===== config.mk =====
export PLATFORM = sky130hd
export DESIGN_NAME = miner_test_sequencer_flat
export DESIGN_NICKNAME = d
export VERILOG_FILES = /design/src/rtl/miner_test_sequencer_if.sv /design/src/rtl/miner_test_sequencer.sv /design/src/flat_wrapper.sv
export SDC_FILE = /design/constraint.sdc
export NUM_CORES = 1
export LEC_CHECK = 0
export CAP_MARGIN = 20
export CORE_AREA = 2 2 295 297
export DETAILED_ROUTE_END_ITERATION = 7
export DIE_AREA = 0 0 297 299
export GPL_TIMING_DRIVEN = 0
export PLACE_DENSITY = 0.4
export SYNTH_ARGS = -nofsm -noshare
export SYNTH_HDL_FRONTEND = slang
export SYNTH_SLANG_ARGS = --single-unit

===== constraint.sdc =====
create_clock -name clk -period 3.58 [get_ports clk]
set_clock_uncertainty 0.2 [all_clocks]
set_input_delay 1.074 -clock clk [delete_from_list [all_inputs] [get_ports clk]]
set_output_delay 1.074 -clock clk [all_outputs]
set_load 0.005 [all_outputs]

===== src/rtl/miner_test_sequencer_if.sv =====
// Core-array bus: broadcast work word, per-core nonce base and load strobe,
// per-core ready and nonce reporting back to the sequencer.
interface miner_test_sequencer_if #(
    parameter int NUM_CORES = 2,
    parameter int DATA_W    = 256,
    parameter int NONCE_W   = 32
);
    logic [DATA_W-1:0]            core_data;
    logic [NONCE_W-1:0]           core_base;
    logic [NUM_CORES-1:0]         core_load;
    logic [NUM_CORES-1:0]         core_ready;
    logic [NUM_CORES-1:0]         core_nonce_valid;
    logic [NUM_CORES*NONCE_W-1:0] core_nonce;

    modport master (
        output core_data,
        output core_base,
        output core_load,
        input  core_ready,
        input  core_nonce_valid,
        input  core_nonce
    );

    modport slave (
        input  core_data,
        input  core_base,
        input  core_load,
        output core_ready,
        output core_nonce_valid,
        output core_nonce
    );
endinterface


===== src/rtl/miner_test_sequencer.sv =====
// Miner test sequencer: free-running cycle counter, loads one work unit into
// each core in turn with a disjoint nonce base, then waits for a golden nonce
// or a timeout and reports core, nonce, cycle stamp and pass/fail.
//
//   state | meaning
//   ------+----------------------------------------------------------
//   IDLE  | waiting for start after reset
//   LOAD  | strobing core idx until its ready, then next core
//   WAIT  | all cores loaded, watching nonce_valid / timeout counter
//   DONE  | results held; start restarts the test
module miner_test_sequencer #(
    parameter int NUM_CORES = 2,
    parameter int DATA_W    = 256,
    parameter int NONCE_W   = 32,
    parameter int CYCLE_W   = 32,
    parameter int TIMEOUT   = 100000
) (
    input  logic                 clk,
    input  logic                 rst_n,
    input  logic                 start,
    input  logic [DATA_W-1:0]    work_in,
    input  logic [NONCE_W-1:0]   expected_nonce,
    miner_test_sequencer_if.master core,
    output logic [CYCLE_W-1:0]   cycle,
    output logic                 busy,
    output logic                 done,
    output logic                 pass,
    output logic                 timed_out,
    output logic [3:0]           found_core,
    output logic [NONCE_W-1:0]   found_nonce,
    output logic [CYCLE_W-1:0]   found_cycle
);

    localparam int LOG2  = $clog2(NUM_CORES);
    localparam int IDX_W = (NUM_CORES > 1) ? LOG2 : 1;
    localparam int TW    = (TIMEOUT > 1) ? $clog2(TIMEOUT) : 1;
    localparam logic [IDX_W-1:0] LAST_IDX = IDX_W'(NUM_CORES - 1);
    localparam logic [TW-1:0]    T_LAST   = TW'(TIMEOUT - 1);

    typedef enum logic [1:0] {IDLE, LOAD, WAIT, DONE} state_t;

    state_t             state;
    logic [IDX_W-1:0]   idx;
    logic [TW-1:0]      tcnt;
    logic [NONCE_W-1:0] exp_q;
    logic [3:0]         hit_idx;
    logic [NONCE_W-1:0] hit_nonce;

    // Top bits of the nonce space select the core, so bases never overlap.
    function automatic logic [NONCE_W-1:0] base_of(input logic [IDX_W-1:0] k);
        if (NUM_CORES == 1)
            return '0;
        else
            return NONCE_W'(k) << (NONCE_W - LOG2);
    endfunction

    // Lowest-index reporting core wins when several pulse together.
    always_comb begin
        hit_idx   = '0;
        hit_nonce = '0;
        for (int k = NUM_CORES - 1; k >= 0; k--) begin
            if (core.core_nonce_valid[k]) begin
                hit_idx   = 4'(k);
                hit_nonce = core.core_nonce[k*NONCE_W +: NONCE_W];
            end
        end
    end

    // Cycle counter plus the sequencing FSM with all outputs registered.
    always_ff @(posedge clk or negedge rst_n) begin
        if (!rst_n) begin
            state          <= IDLE;
            idx            <= '0;
            tcnt           <= '0;
            exp_q          <= '0;
            cycle          <= '0;
            busy           <= 1'b0;
            done           <= 1'b0;
            pass           <= 1'b0;
            timed_out      <= 1'b0;
            found_core     <= '0;
            found_nonce    <= '0;
            found_cycle    <= '0;
            core.core_data <= '0;
            core.core_base <= '0;
            core.core_load <= '0;
        end else begin
            cycle <= cycle + 1'b1;
            case (state)
                IDLE, DONE: begin
                    if (start) begin
                        core.core_data <= work_in;
                        exp_q          <= expected_nonce;
                        pass           <= 1'b0;
                        timed_out      <= 1'b0;
                        found_core     <= '0;
                        found_nonce    <= '0;
                        found_cycle    <= '0;
                        idx            <= '0;
                        core.core_load <= NUM_CORES'(1);
                        core.core_base <= base_of('0);
                        busy           <= 1'b1;
                        done           <= 1'b0;
                        state          <= LOAD;
                    end
                end
                LOAD: begin
                    // core_load is one-hot at idx, so this is load[idx] & ready[idx].
                    if (|(core.core_load & core.core_ready)) begin
                        if (idx == LAST_IDX) begin
                            core.core_load <= '0;
                            core.core_base <= '0;
                            tcnt           <= '0;
                            state          <= WAIT;
                        end else begin
                            idx            <= idx + 1'b1;
                            core.core_load <= core.core_load << 1;
                            core.core_base <= base_of(idx + 1'b1);
                        end
                    end
                end
                WAIT: begin
                    if (|core.core_nonce_valid) begin
                        found_core  <= hit_idx;
                        found_nonce <= hit_nonce;
                        found_cycle <= cycle;
                        pass        <= (hit_nonce == exp_q);
                        timed_out   <= 1'b0;
                        busy        <= 1'b0;
                        done        <= 1'b1;
                        state       <= DONE;
                    end else if (tcnt == T_LAST) begin
                        timed_out <= 1'b1;
                        pass      <= 1'b0;
                        busy      <= 1'b0;
                        done      <= 1'b1;
                        state     <= DONE;
                    end else begin
                        tcnt <= tcnt + 1'b1;
                    end
                end
                default: state <= IDLE;
            endcase
        end
    end

endmodule


===== src/flat_wrapper.sv =====
// flat-port wrapper written by rule: the top's interface ports become plain ports
module miner_test_sequencer_flat 
#(
    parameter int NUM_CORES = 2,
    parameter int DATA_W    = 256,
    parameter int NONCE_W   = 32,
    parameter int CYCLE_W   = 32,
    parameter int TIMEOUT   = 100000
)
  (clk, rst_n, start, work_in, expected_nonce, cycle, busy, done, pass, timed_out, found_core, found_nonce, found_cycle, core_core_data, core_core_base, core_core_load, core_core_ready, core_core_nonce_valid, core_core_nonce);
  miner_test_sequencer_if #(.NUM_CORES(NUM_CORES), .DATA_W(DATA_W), .NONCE_W(NONCE_W)) core_i ();
  input  logic clk;
  input  logic rst_n;
  input  logic start;
  input  logic [DATA_W-1:0] work_in;
  input  logic [NONCE_W-1:0] expected_nonce;
  output logic [CYCLE_W-1:0] cycle;
  output logic busy;
  output logic done;
  output logic pass;
  output logic timed_out;
  output logic [3:0] found_core;
  output logic [NONCE_W-1:0] found_nonce;
  output logic [CYCLE_W-1:0] found_cycle;
  output wire logic [$bits(core_i.core_data)-1:0] core_core_data;
  output wire logic [$bits(core_i.core_base)-1:0] core_core_base;
  output wire logic [$bits(core_i.core_load)-1:0] core_core_load;
  input wire logic [$bits(core_i.core_ready)-1:0] core_core_ready;
  input wire logic [$bits(core_i.core_nonce_valid)-1:0] core_core_nonce_valid;
  input wire logic [$bits(core_i.core_nonce)-1:0] core_core_nonce;
  assign core_core_data = core_i.core_data;
  assign core_core_base = core_i.core_base;
  assign core_core_load = core_i.core_load;
  assign core_i.core_ready = core_core_ready;
  assign core_i.core_nonce_valid = core_core_nonce_valid;
  assign core_i.core_nonce = core_core_nonce;
  miner_test_sequencer #(.NUM_CORES(NUM_CORES), .DATA_W(DATA_W), .NONCE_W(NONCE_W), .CYCLE_W(CYCLE_W), .TIMEOUT(TIMEOUT)) u_core (.clk(clk), .rst_n(rst_n), .start(start), .work_in(work_in), .expected_nonce(expected_nonce), .core(core_i), .cycle(cycle), .busy(busy), .done(done), .pass(pass), .timed_out(timed_out), .found_core(found_core), .found_nonce(found_nonce), .found_cycle(found_cycle));
endmodule

* Word level (Yosys, flattened, before mapping)
Cells that the tools add are included.
** Storage, ports and cells
- Register bits after elaboration :: 446
- Input bits :: 359
- Output and inout bits :: 394
** Cells by class
- $add $sub $neg :: 3
- Equality and inequality tests :: 12
- Multiplexer cells :: 44
- Bitwise logic cells :: 1
- Reductions and logical operators :: 13
** Operators by type and width (number)
- $mux 32 :: 7
- $pmux 32 s2 :: 3
- $mux 17 :: 4
- $pmux 17 s2 :: 1
- $add 32x1->32 const B :: 1
- $eq 32x32->1 :: 1
- $add 17x1->17 const B :: 1
- $eq 17x17->1 const B :: 1
- $mux 2 :: 7
- $mux 4 :: 3
- $mux 1 :: 11
- $pmux 1 s2 :: 5
- $reduce_and 3->1 :: 3
- $pmux 4 s2 :: 1
- $ne 2x1->1 const B :: 3
- $ne 2x2->1 const B :: 3
- $pmux 2 s3 :: 1
- $reduce_bool 2->1 :: 3
- $reduce_or 2->1 :: 3
- $reduce_and 5->1 :: 1
- $eq 2x2->1 const B :: 2
- $pmux 2 s2 :: 1
- $reduce_and 4->1 :: 1
- $ne 3x1->1 const B :: 1
- 5 further kinds :: 5

* Logic depth before layout (Yosys ltp)
Gate-level depths: netlist of the first run.
- Depth in word-level cells :: 5
- Mapped depth :: 10
- Depth with buffers taken out :: 8

* Least setup slack after synthesis of the first run
Ideal clock, no wire load.
- Path type :: input to register
- From :: input core_core_nonce_valid[1]
- To :: register u_core.pass
- Library setup time :: 0.092 ns
- Arrival :: 2.599 ns
- Data required time :: 3.288 ns
- Slack :: 0.690 ns
- Stages on the path :: 7
- Cell sequence :: buf_6 > nor2b_4 > a22oi_1 > xnor2_1 > or4_1 > or3_1 > o31ai_2
** On the way
- Longest elaborated chain between the ends :: 5
** Ends and longest elaborated chain
- from (decl) :: RTL line flat_wrapper.sv:29 : input wire logic [$bits(core_i.core_nonce_valid)-1:0] core_core_nonce_valid;
- $mux 32 (2 in a row) :: RTL line miner_test_sequencer.sv:62 : if (core.core_nonce_valid[k]) begin
- $eq 32x32->1 :: RTL line miner_test_sequencer.sv:127 : pass <= (hit_nonce == exp_q);
- $mux 1 :: RTL line miner_test_sequencer.sv:123 : if (|core.core_nonce_valid) begin
- $pmux 1 s2 :: RTL line miner_test_sequencer.sv:89 : case (state)
- to (signal assigned) :: RTL line miner_test_sequencer.sv:127
- to (decl) :: RTL line miner_test_sequencer.sv:27 : output logic pass,
Several ways; a longest one is shown, not always the timed one.
A chain may end at the register's enable or synchronous reset.

* Worst setup path after layout of the first run
Same ends and word-level chain as after synthesis.

==> results of run 1 <==
through the flow:
stage / setup slack (ns) / instance area (sq um)
after detailed placement: -1.018 / 25620
after global routing: 0.04326 / 27470
final: 0.2802 / 27480
after global placement: -18.70 / 25440
after floorplan: 0.6896 / 16820
after CTS: 0.003539 / 27460
cell type report:
| cell class | instances | share of cell area (%) |
|---|---|---|
| antenna | 2 | 0.01821 |
| buffer | 92 | 1.872 |
| clock buffer | 83 | 5.788 |
| clock inverter | 15 | 0.8743 |
| inverter | 18 | 0.2459 |
| multi-input combinational | 722 | 21.66 |
| sequential | 412 | 37.52 |
| tap | 1155 | 5.260 |
| timing repair buffer | 723 | 26.76 |
final timing paths:
path | endpoint
min in group asynchronous | u_core.core.core_data[199]
max in group asynchronous | u_core.cycle[3]
hold / removal | u_core.done
hold reg to reg | u_core.done
setup reg to reg | u_core.core.core_data[33]
setup / recovery | u_core.pass
report_power, final:
part	internal, mW	total (mW)	leakage [nW]	switching (mW)
Combinational	5.64	9.58	5.40	3.94
Sequential	6.63	7.70	5.07	1.08
Clock	3.47	5.64	0.901	2.17
Total	15.7	22.9	11.4	7.19
sequential cells by signal, summed over array words and instances (netlist names):
register               count
u_core.busy                1
u_core.core.core_base      1
u_core.core.core_data    256
u_core.core.core_load      2
u_core.cycle              32
u_core.done                1
u_core.exp_q              32
u_core.found_core          1
u_core.found_cycle        32
u_core.found_nonce        32
u_core.idx                 1
u_core.pass                1
u_core.state               2
u_core.tcnt               17
u_core.timed_out           1
worst max-delay path: stages:
cell and delay [ns]:
buf_6 0.18, nor2b_4 0.29, buf_6 0.24, buf_6 0.25, a22oi_1 0.15, xnor2_1 0.35, nor4_4 0.48, nand4_1 0.26
o31ai_2 0.28
logic make-up after synthesis:
family,synth area share [%]
AOI/OAI and AO/OA,6.166
and+or+nand+nor,5.574
adders and majority gates,0.3746
other,0.02246
xor gates and xnor gates,3.042
DFF,61.74
muxes,19.61
buffers and inverters,3.476
routing by layer:
layer / share of wire, % / vias to the layer above / routed length [um]
li1: - / 5851 / -
met1: 39 / 6573 / 28810
met2: 50 / 482 / 37360
met3: 9.2 / 79 / 6818
met4: 1.3 / 18 / 939
met5: 0.16 / - / 115
synthesized netlist by cell type, types with 5 or more instances:
| cell type | count |
|---|---|
| o21ai_0 | 50 |
| a22o_1 | 32 |
| a22oi_1 | 32 |
| nand2_1 | 74 |
| nand4_1 | 19 |
| ha_1 | 5 |
| a21oi_1 | 11 |
| xor2_1 | 24 |
| nand3_1 | 17 |
| and3_1 | 12 |
| dfrtp_1 | 412 |
| xnor2_1 | 34 |
| buf_4 | 34 |
| or3_1 | 8 |
| mux2_2 | 289 |
| nor2_1 | 22 |
| nor3_1 | 5 |
| clkbuf_1 | 50 |
| inv_1 | 18 |
==> results_dict.tcl, run 1 <==
set metrics [dict create \
    antenna_found_initial 16 \
    slew_headroom_pct 35.15 \
    met1_usage_pct 18.85 \
    yosysSeqAreaShare_pct 61.74 \
    p_leak_nw 11.36 \
    r2r_slack_ns 0.37 \
    netlist_area_sq_mm 0.01670 \
    core_sq_mm 0.08594 \
    critPathRequiredTime_ns 3.86 \
    grt_pass1_vias 14080 \
    drt_pass1_iterations 5 \
    root_buffer "clkbuf_16" \
    synth_cell_type_count 56 \
    worstPathArrival_ns 3.58 \
    synth_flop_cell "dfrtp_1" \
    post-route-period-util_pct 92.17 \
    globalRoute.totalOverflow 0 \
    cap_violations 0 \
    busiest_layer "met2" \
    ctsHoldBuffers 0 \
    hold_start "u_core.done" \
    io_pins 753 \
    die_area_sq_mm 0.08880 \
    period_minus_slack_ns 3.300 \
    place_congestion 0.8232 \
    htree_levels 2 \
    yosysTopAreaCellShare_pct 61.74 \
    p_per_area_mw_per_mm2 834.3 \
    insertion_delay_ns 0.60 \
    critical_path_peak_fanout 10 \
    vias_per_cell 4.036 \
    async_flop_share_pct 100.0 \
    drv_slew 0 \
    nets 2386 \
    setup-violations-final 0 \
    wire_per_inst_um 22.98 \
    utilization_pct 31.97 \
    status "complete, no violations" \
    start_kind "input pin" \
    synthCells 1213 \
    fillers 8723 \
    worstSetupPathType "input pin to register" \
    dp_hpwl_um 59280 \
    holdPathStages 2 \
    drt-initial-drc-count 634 \
    r2r_cells 7 \
    worst_pin_slew_ns 0.9728 \
    met2_usage_pct 28.58 \
    whs_ns 0.2750 \
    syn_to_final_growth_pct 64.53 \
    vias 13003 \
    end_kind "register" \
    fmax_mhz 303.1 \
    instances_no_fill 3222 \
    synth_top_area_cell "dfrtp_1" \
    critPathLaunch "core_core_nonce_valid[1]" \
    final_common_cell "clkdlybuf4s50_1" \
    die_h_um 299 \
    grt_use_total_pct 16.34 \
    grt_max_degree 101 \
    grt_pass1_wl_um 105200 \
    clkSinkCount 412 \
    syn_area_per_cell_sq_um 13.77 \
    die_w_um 297 \
    final_cell_mix "clkdlybuf4s50_1 (715), dfrtp_1 (412), mux2_2 (289)" \
    post_cts_resized 5 \
    numPortBuffers 716 \
    drive_above_1_share_pct 20.97 \
    synth_warnings 0 \
    initial_utilization_pct 19.43 \
    cts_tree "done" \
    clk_pin_slew_ns 0.05 \
    fin_setup_tns_ns 0 \
    ir_drop_mv 0.4816 \
    hold_viol 0 \
    synthTopCellsByArea "dfrtp_1 (62%), mux2_2 (19%), xnor2_1 (1.8%)" \
    cts_buffers 53 \
    routed_wl_um 74050 \
    cts_setup_buffers 0 \
    rr_startpoint "u_core.state[0]" \
    antenna_left 0 \
    ys_seq_elements 412 \
    totalPowerFinal_mw 22.92 \
    rsz0062_at_grt "false" \
    rows 108 \
    met3_usage_pct 6.805 \
    synth_edf_count 0 \
    multiInputGateArea_sq_mm 0.005952 \
    hp-class "register to register" \
    layout.area.seq_sq_mm 0.01031 \
    drc 0 \
    clock_path_buffers 3 \
    dp_cells 3124 \
]
Note: power is estimated with default switching activity, not from simulation.
==> run 2, diff against run 1 <==
--- a/config.mk
+++ b/config.mk
@@ -9,8 +9,8 @@
 export CORE_AREA = 2 2 295 297
 export DETAILED_ROUTE_END_ITERATION = 7
 export DIE_AREA = 0 0 297 299
-export GPL_TIMING_DRIVEN = 0
 export PLACE_DENSITY = 0.4
+export SLEW_MARGIN = 20
 export SYNTH_ARGS = -nofsm -noshare
 export SYNTH_HDL_FRONTEND = slang
 export SYNTH_SLANG_ARGS = --single-unit
==> run 2 against run 1 <==
Compared with the run above: combinational power about the same; sequential power up 0.8%; clock power down 5.1%; register-to-register slack better by 0.64 ns; worst hold slack worse by 0.047 ns; critical path depth up 1; via count down 0.58%; worst setup slack better by 0.15 ns; non-clock buffer count down 48.
==> results_dict.tcl, run 2 (same netlist as run 1, synthesis figures left out) <==
set metrics [dict create \
    combinationalPowerShare_pct 42.3 \
    critPathLaunch "core_core_nonce_valid[1]" \
    drc 0 \
    clkSinkCount 412 \
    routed_wl_um 74160 \
    worstSetupPathType "input pin to register" \
    hp-class "input pin to asynchronous set/reset pin" \
    grt_pass1_wl_um 104900 \
    ctsHoldBuffers 0 \
    cts_tree "done" \
    grt_pass1_vias 13876 \
    clk_pin_slew_ns 0.06 \
    clock_path_buffers 3 \
    initial_utilization_pct 19.43 \
    antenna_found_initial 32 \
    numPortBuffers 718 \
    core_sq_mm 0.08594 \
    syn_to_final_growth_pct 63.38 \
    p_per_area_mw_per_mm2 832.4 \
    fin_setup_tns_ns 0 \
    p_sw_share_pct 31.42 \
    start_kind "input pin" \
    setup-violations-final 0 \
    fmax_mhz 317.0 \
    largest_reg_flops 256 \
    wire_per_inst_um 23.34 \
    insertion_delay_ns 0.61 \
    final_common_cell "clkdlybuf4s50_1" \
    cts_setup_buffers 0 \
    p_int_mw 15.58 \
    critPathRequiredTime_ns 3.89 \
    die_w_um 297 \
    end_kind "register" \
    drt-initial-drc-count 564 \
    clkPwrFrac_pct 23.6 \
    drv_slew 0 \
    globalRoute.totalOverflow 0 \
    period_minus_slack_ns 3.154 \
    antenna_left 0 \
    whs_ns 0.2275 \
    p_leak_nw 11.27 \
    drive_above_1_share_pct 21.61 \
    vias_per_cell 4.068 \
    cts_buffers 53 \
    grt_use_total_pct 16.25 \
    place_congestion 0.8219 \
    fillers 8700 \
    drt_pass1_iterations 5 \
    post-route-period-util_pct 88.10 \
    cap_violations 0 \
    grt_max_degree 75 \
    slew_headroom_pct 51.67 \
    post_cts_resized 0 \
    hold_viol 0 \
    htree_levels 2 \
    worstPathArrival_ns 3.47 \
    rows 108 \
    p_seq_share_pct 34.1 \
    largest-register "u_core.core.core_data" \
    die_h_um 299 \
    vias 12927 \
    final_area_sq_mm 0.02728 \
    net-switching-power_mw 7.136 \
    ir_drop_mv 0.4675 \
    io_pins 753 \
    rr_startpoint "u_core.tcnt[0]" \
    die_area_sq_mm 0.08880 \
    final_cell_mix "clkdlybuf4s50_1 (716), dfrtp_1 (412), mux2_2 (289)" \
    dpl_cell_area_sq_mm 0.02555 \
    nets 2338 \
    critical_path_peak_fanout 5 \
    dp_hpwl_um 58030 \
    worst_pin_slew_ns 0.7183 \
    rsz0062_at_grt "false" \
    root_buffer "clkbuf_16" \
    status "complete, no violations" \
]
==> run 2: cell count changes in the layout (fill, tap and decap cells not counted), sizes merged <==
cell,change
clkbuf,-51
bufinv,-5
diode,+3
inv,+3
clkinv,+2
clkinvlp,+2
buf,+1
clkdlybuf4s50,+1
==> run 2: layout make-up <==
cell class | count | area (sq um) | area share [%]
sequential | 412 | 10310 | 37.79
clock buffer | 82 | 1585 | 5.810
timing repair buffer | 767 | 7767 | 28.47
multi-input combinational | 722 | 5956 | 21.83
antenna | 5 | 12.51 | 0.04586
clock inverter | 17 | 141.4 | 0.5182
tap | 1155 | 1445 | 5.296
inverter | 18 | 67.56 | 0.2476
==> run 2: power by group through the flow <==
stage	Clock [mW]	Sequential (mW)	Combinational, mW
6_report	5.35	7.76	9.60
3_5_place_dp	0	7.81	9.82
2_1_floorplan	0	7.75	3.68
5_1_grt	5.80	8.02	10.3
4_1_cts	5.59	7.77	9.87
3_3_place_gp	0	7.78	9.79
==> run 2: final timing paths <==
| check | slack [ns] | depth (start not counted) | end |
|---|---|---|---|
| setup / recovery | 0.43 | 10 | u_core.pass |
| hold / removal | 0.23 | 1 | u_core.core.core_data[186] |
| setup reg to reg | 1.01 | 7 | u_core.tcnt[12] |
| hold reg to reg | 0.28 | 2 | u_core.found_nonce[0] |
| max in group asynchronous | 2.02 | 2 | u_core.core.core_data[197] |
| min in group clk | 0.28 | 2 | u_core.found_nonce[0] |
==> run 2: through the flow <==
| step | util, % | instances | worst slack, ns | power (mW) |
|---|---|---|---|---|
| final | 31.75 | 3178 | 0.4258 | 22.71 |
| after global routing | 31.75 | 3177 | 0.2602 | 24.13 |
| after CTS | 31.73 | 3173 | 0.3666 | 23.23 |
| after detailed placement | 29.72 | 3074 | -0.2811 | 17.63 |
| after global placement | 29.72 | 3074 | -0.2243 | 17.57 |
| after floorplan | - | 1246 | 0.6896 | 11.42 |
==> run 2: per-layer routing <==
layer,track usage [%],share of wire (%)
met4,3.571,1.7
met3,6.827,9.4
met2,27.74,50
met1,18.97,39
met5,0,0.23
==> run 2: critical path: stages <==
cell and delay [ns]:
clkdlybuf4s50_1 0.47, buf_4 0.19, and3b_2 0.22, o211ai_1 0.18, buf_4 0.15, o221ai_1 0.21, a2111oi_0 0.44, buf_4 0.19
nand4_1 0.10, o31ai_2 0.25
==> run 3, diff against run 2 <==
--- a/config.mk
+++ b/config.mk
@@ -6,10 +6,10 @@
 export NUM_CORES = 1
 export LEC_CHECK = 0
 export CAP_MARGIN = 20
-export CORE_AREA = 2 2 295 297
+export CORE_AREA = 2 2 296 298
 export DETAILED_ROUTE_END_ITERATION = 7
-export DIE_AREA = 0 0 297 299
-export PLACE_DENSITY = 0.4
+export DIE_AREA = 0 0 298 300
+export PLACE_DENSITY = 0.39
 export SLEW_MARGIN = 20
 export SYNTH_ARGS = -nofsm -noshare
 export SYNTH_HDL_FRONTEND = slang
==> run 3 against run 2 <==
Compared with the run above: routed wire length increased by 0.64%; register-to-register slack worse by 0.08 ns; via count rose by 0.70%; first-iteration DRC count is 11% higher; fmax fell by 1.7%; die area grew 0.67%; global-route usage about the same.
==> results_dict.tcl, run 3 (same netlist as run 1, synthesis figures left out) <==
set metrics [dict create \
    clkSinkCount 412 \
    die_w_um 298 \
    crit_path_top_delay_cell "clkdlybuf4s50_1" \
    vias 13018 \
    cp_top_family "simple AND/OR/NAND/NOR gates" \
    whs_ns 0.2082 \
    period_minus_slack_ns 3.210 \
    nets 2340 \
    cts_tree "done" \
    final_common_cell "clkdlybuf4s50_1" \
    fmax_mhz 311.6 \
    grt_pass1_vias 13913 \
    clkPwrFrac_pct 24.5 \
    drt-initial-drc-count 626 \
    p_sw_share_pct 30.99 \
    htree_levels 2 \
    p_leak_nw 11.33 \
    ir_drop_mv 0.3967 \
    critical_path_peak_fanout 9 \
    fillers 8793 \
    vias_per_cell 4.099 \
    die_area_sq_mm 0.08940 \
    slew_headroom_pct 61.65 \
    layout.area.seq_sq_mm 0.01031 \
    io_pins 753 \
    grt_max_degree 66 \
    clock_path_buffers 3 \
    cts_buffers 53 \
    end_kind "register" \
    worst_pin_slew_ns 0.5700 \
    p_int_mw 15.83 \
    post-route-period-util_pct 89.66 \
    worstPathArrival_ns 3.52 \
    ctsHoldBuffers 0 \
    grt_use_total_pct 16.23 \
    core_sq_mm 0.08621 \
    rows 108 \
    net-switching-power_mw 7.109 \
    critPathRequiredTime_ns 3.89 \
    cts_setup_buffers 0 \
    worstSetupPathType "input pin to register" \
    place_congestion 0.7912 \
    largest_reg_flops 256 \
    hold_viol 0 \
    drv_slew 0 \
    rsz0062_at_grt "false" \
    p_seq_share_pct 34.1 \
    r2r_slack_ns 0.93 \
    hp-class "input pin to asynchronous set/reset pin" \
    status "complete, no violations" \
    p_per_area_mw_per_mm2 837.7 \
    drive_above_1_share_pct 22.05 \
    multiInputGateArea_sq_mm 0.005956 \
    root_buffer "clkbuf_16" \
    die_h_um 300 \
    combinationalPowerShare_pct 41.4 \
    setup-violations-final 0 \
    antenna_found_initial 30 \
    routed_wl_um 74640 \
    crit_buf_inv 1 \
    antenna_left 0 \
    largest-register "u_core.core.core_data" \
    instances_no_fill 3176 \
    dp_cells 3076 \
    syn_to_final_growth_pct 63.97 \
    grt_pass1_wl_um 105600 \
    post_cts_resized 0 \
    initial_utilization_pct 19.37 \
    numPortBuffers 718 \
    final_cell_mix "clkdlybuf4s50_1 (716), dfrtp_1 (412), mux2_2 (289)" \
    dp_hpwl_um 59010 \
    cp_cell_sequence "clkdlybuf4s50_1 > nor2b_4 > a22oi_1 > xnor2_1 > or4_1 > or3_1 > o31ai_2" \
    slowest_delay_ns 0.57 \
    cap_violations 0 \
    globalRoute.totalOverflow 0 \
    drt_pass1_iterations 6 \
    start_kind "input pin" \
    wire_per_inst_um 23.50 \
    clk_pin_slew_ns 0.06 \
    insertion_delay_ns 0.59 \
    drc 0 \
]
==> run 3: changes by cell type in the layout (fill, tap and decap cells not counted) <==
cell        change
clkbuf_8        +2
clkinv_4        +1
buf_12          -3
inv_16          -1
clkinv_2        -1
diode_2         -2
clkbuf_1        -9
clkinvlp_4      +1
bufinv_16       +3
buf_4           +5
clkbuf_16       +2
==> run 3: metal layers <==
metal  routed length (um)  vias up  GRT usage [%]  share of wire, %
li1                     -     5756              -                 -
met1                30490     6618          20.07                41
met2                36040      520          26.78                48
met3                 6825      100          6.308               9.1
met4                 1135       24          3.446               1.5
met5                  146        -              0              0.20
==> run 3: layout make-up <==
cell class / count / share of cell area, %
timing repair buffer: 769 / 28.28
tap: 1155 / 5.278
antenna: 3 / 0.02742
sequential: 412 / 37.65
clock buffer: 77 / 5.949
inverter: 18 / 0.2467
clock inverter: 20 / 0.8133
multi-input combinational: 722 / 21.75
==> run 3: stage by stage <==
step | util [%] | instance area [sq um] | setup TNS [ns] | power [mW] | worst slack (ns)
finish | 31.76 | 27380 | 0 | 22.94 | 0.3703
global route | 31.76 | 27380 | 0 | 24.33 | 0.2634
CTS | 31.75 | 27380 | 0 | 23.43 | 0.3718
detailed placement | 29.60 | 25520 | -0.2885 | 17.52 | -0.2885
global placement | 29.60 | 25520 | -0.2678 | 17.51 | -0.2678
floorplan | - | 16820 | 0 | 11.42 | 0.6896
==> run 3: power groups by stage <==
stage | Clock, mW | Sequential [mW] | Combinational, mW
after CTS | 5.87 | 7.85 | 9.71
after floorplan | 0 | 7.75 | 3.68
after detailed placement | 0 | 7.87 | 9.65
final | 5.62 | 7.83 | 9.49
after global placement | 0 | 7.83 | 9.68
after global routing | 6.06 | 8.10 | 10.2
==> run 3: final timing paths <==
path	from	to	cells after the start
setup reg to reg	u_core.tcnt[0]	u_core.pass	7
setup / recovery	core_core_nonce_valid[1]	u_core.pass	7
max in group asynchronous	rst_n	u_core.found_nonce[8]	2
hold / removal	rst_n	u_core.core.core_data[200]	1
min in group clk	u_core.found_cycle[30]	u_core.found_cycle[30]	2
hold reg to reg	u_core.found_cycle[30]	u_core.found_cycle[30]	2
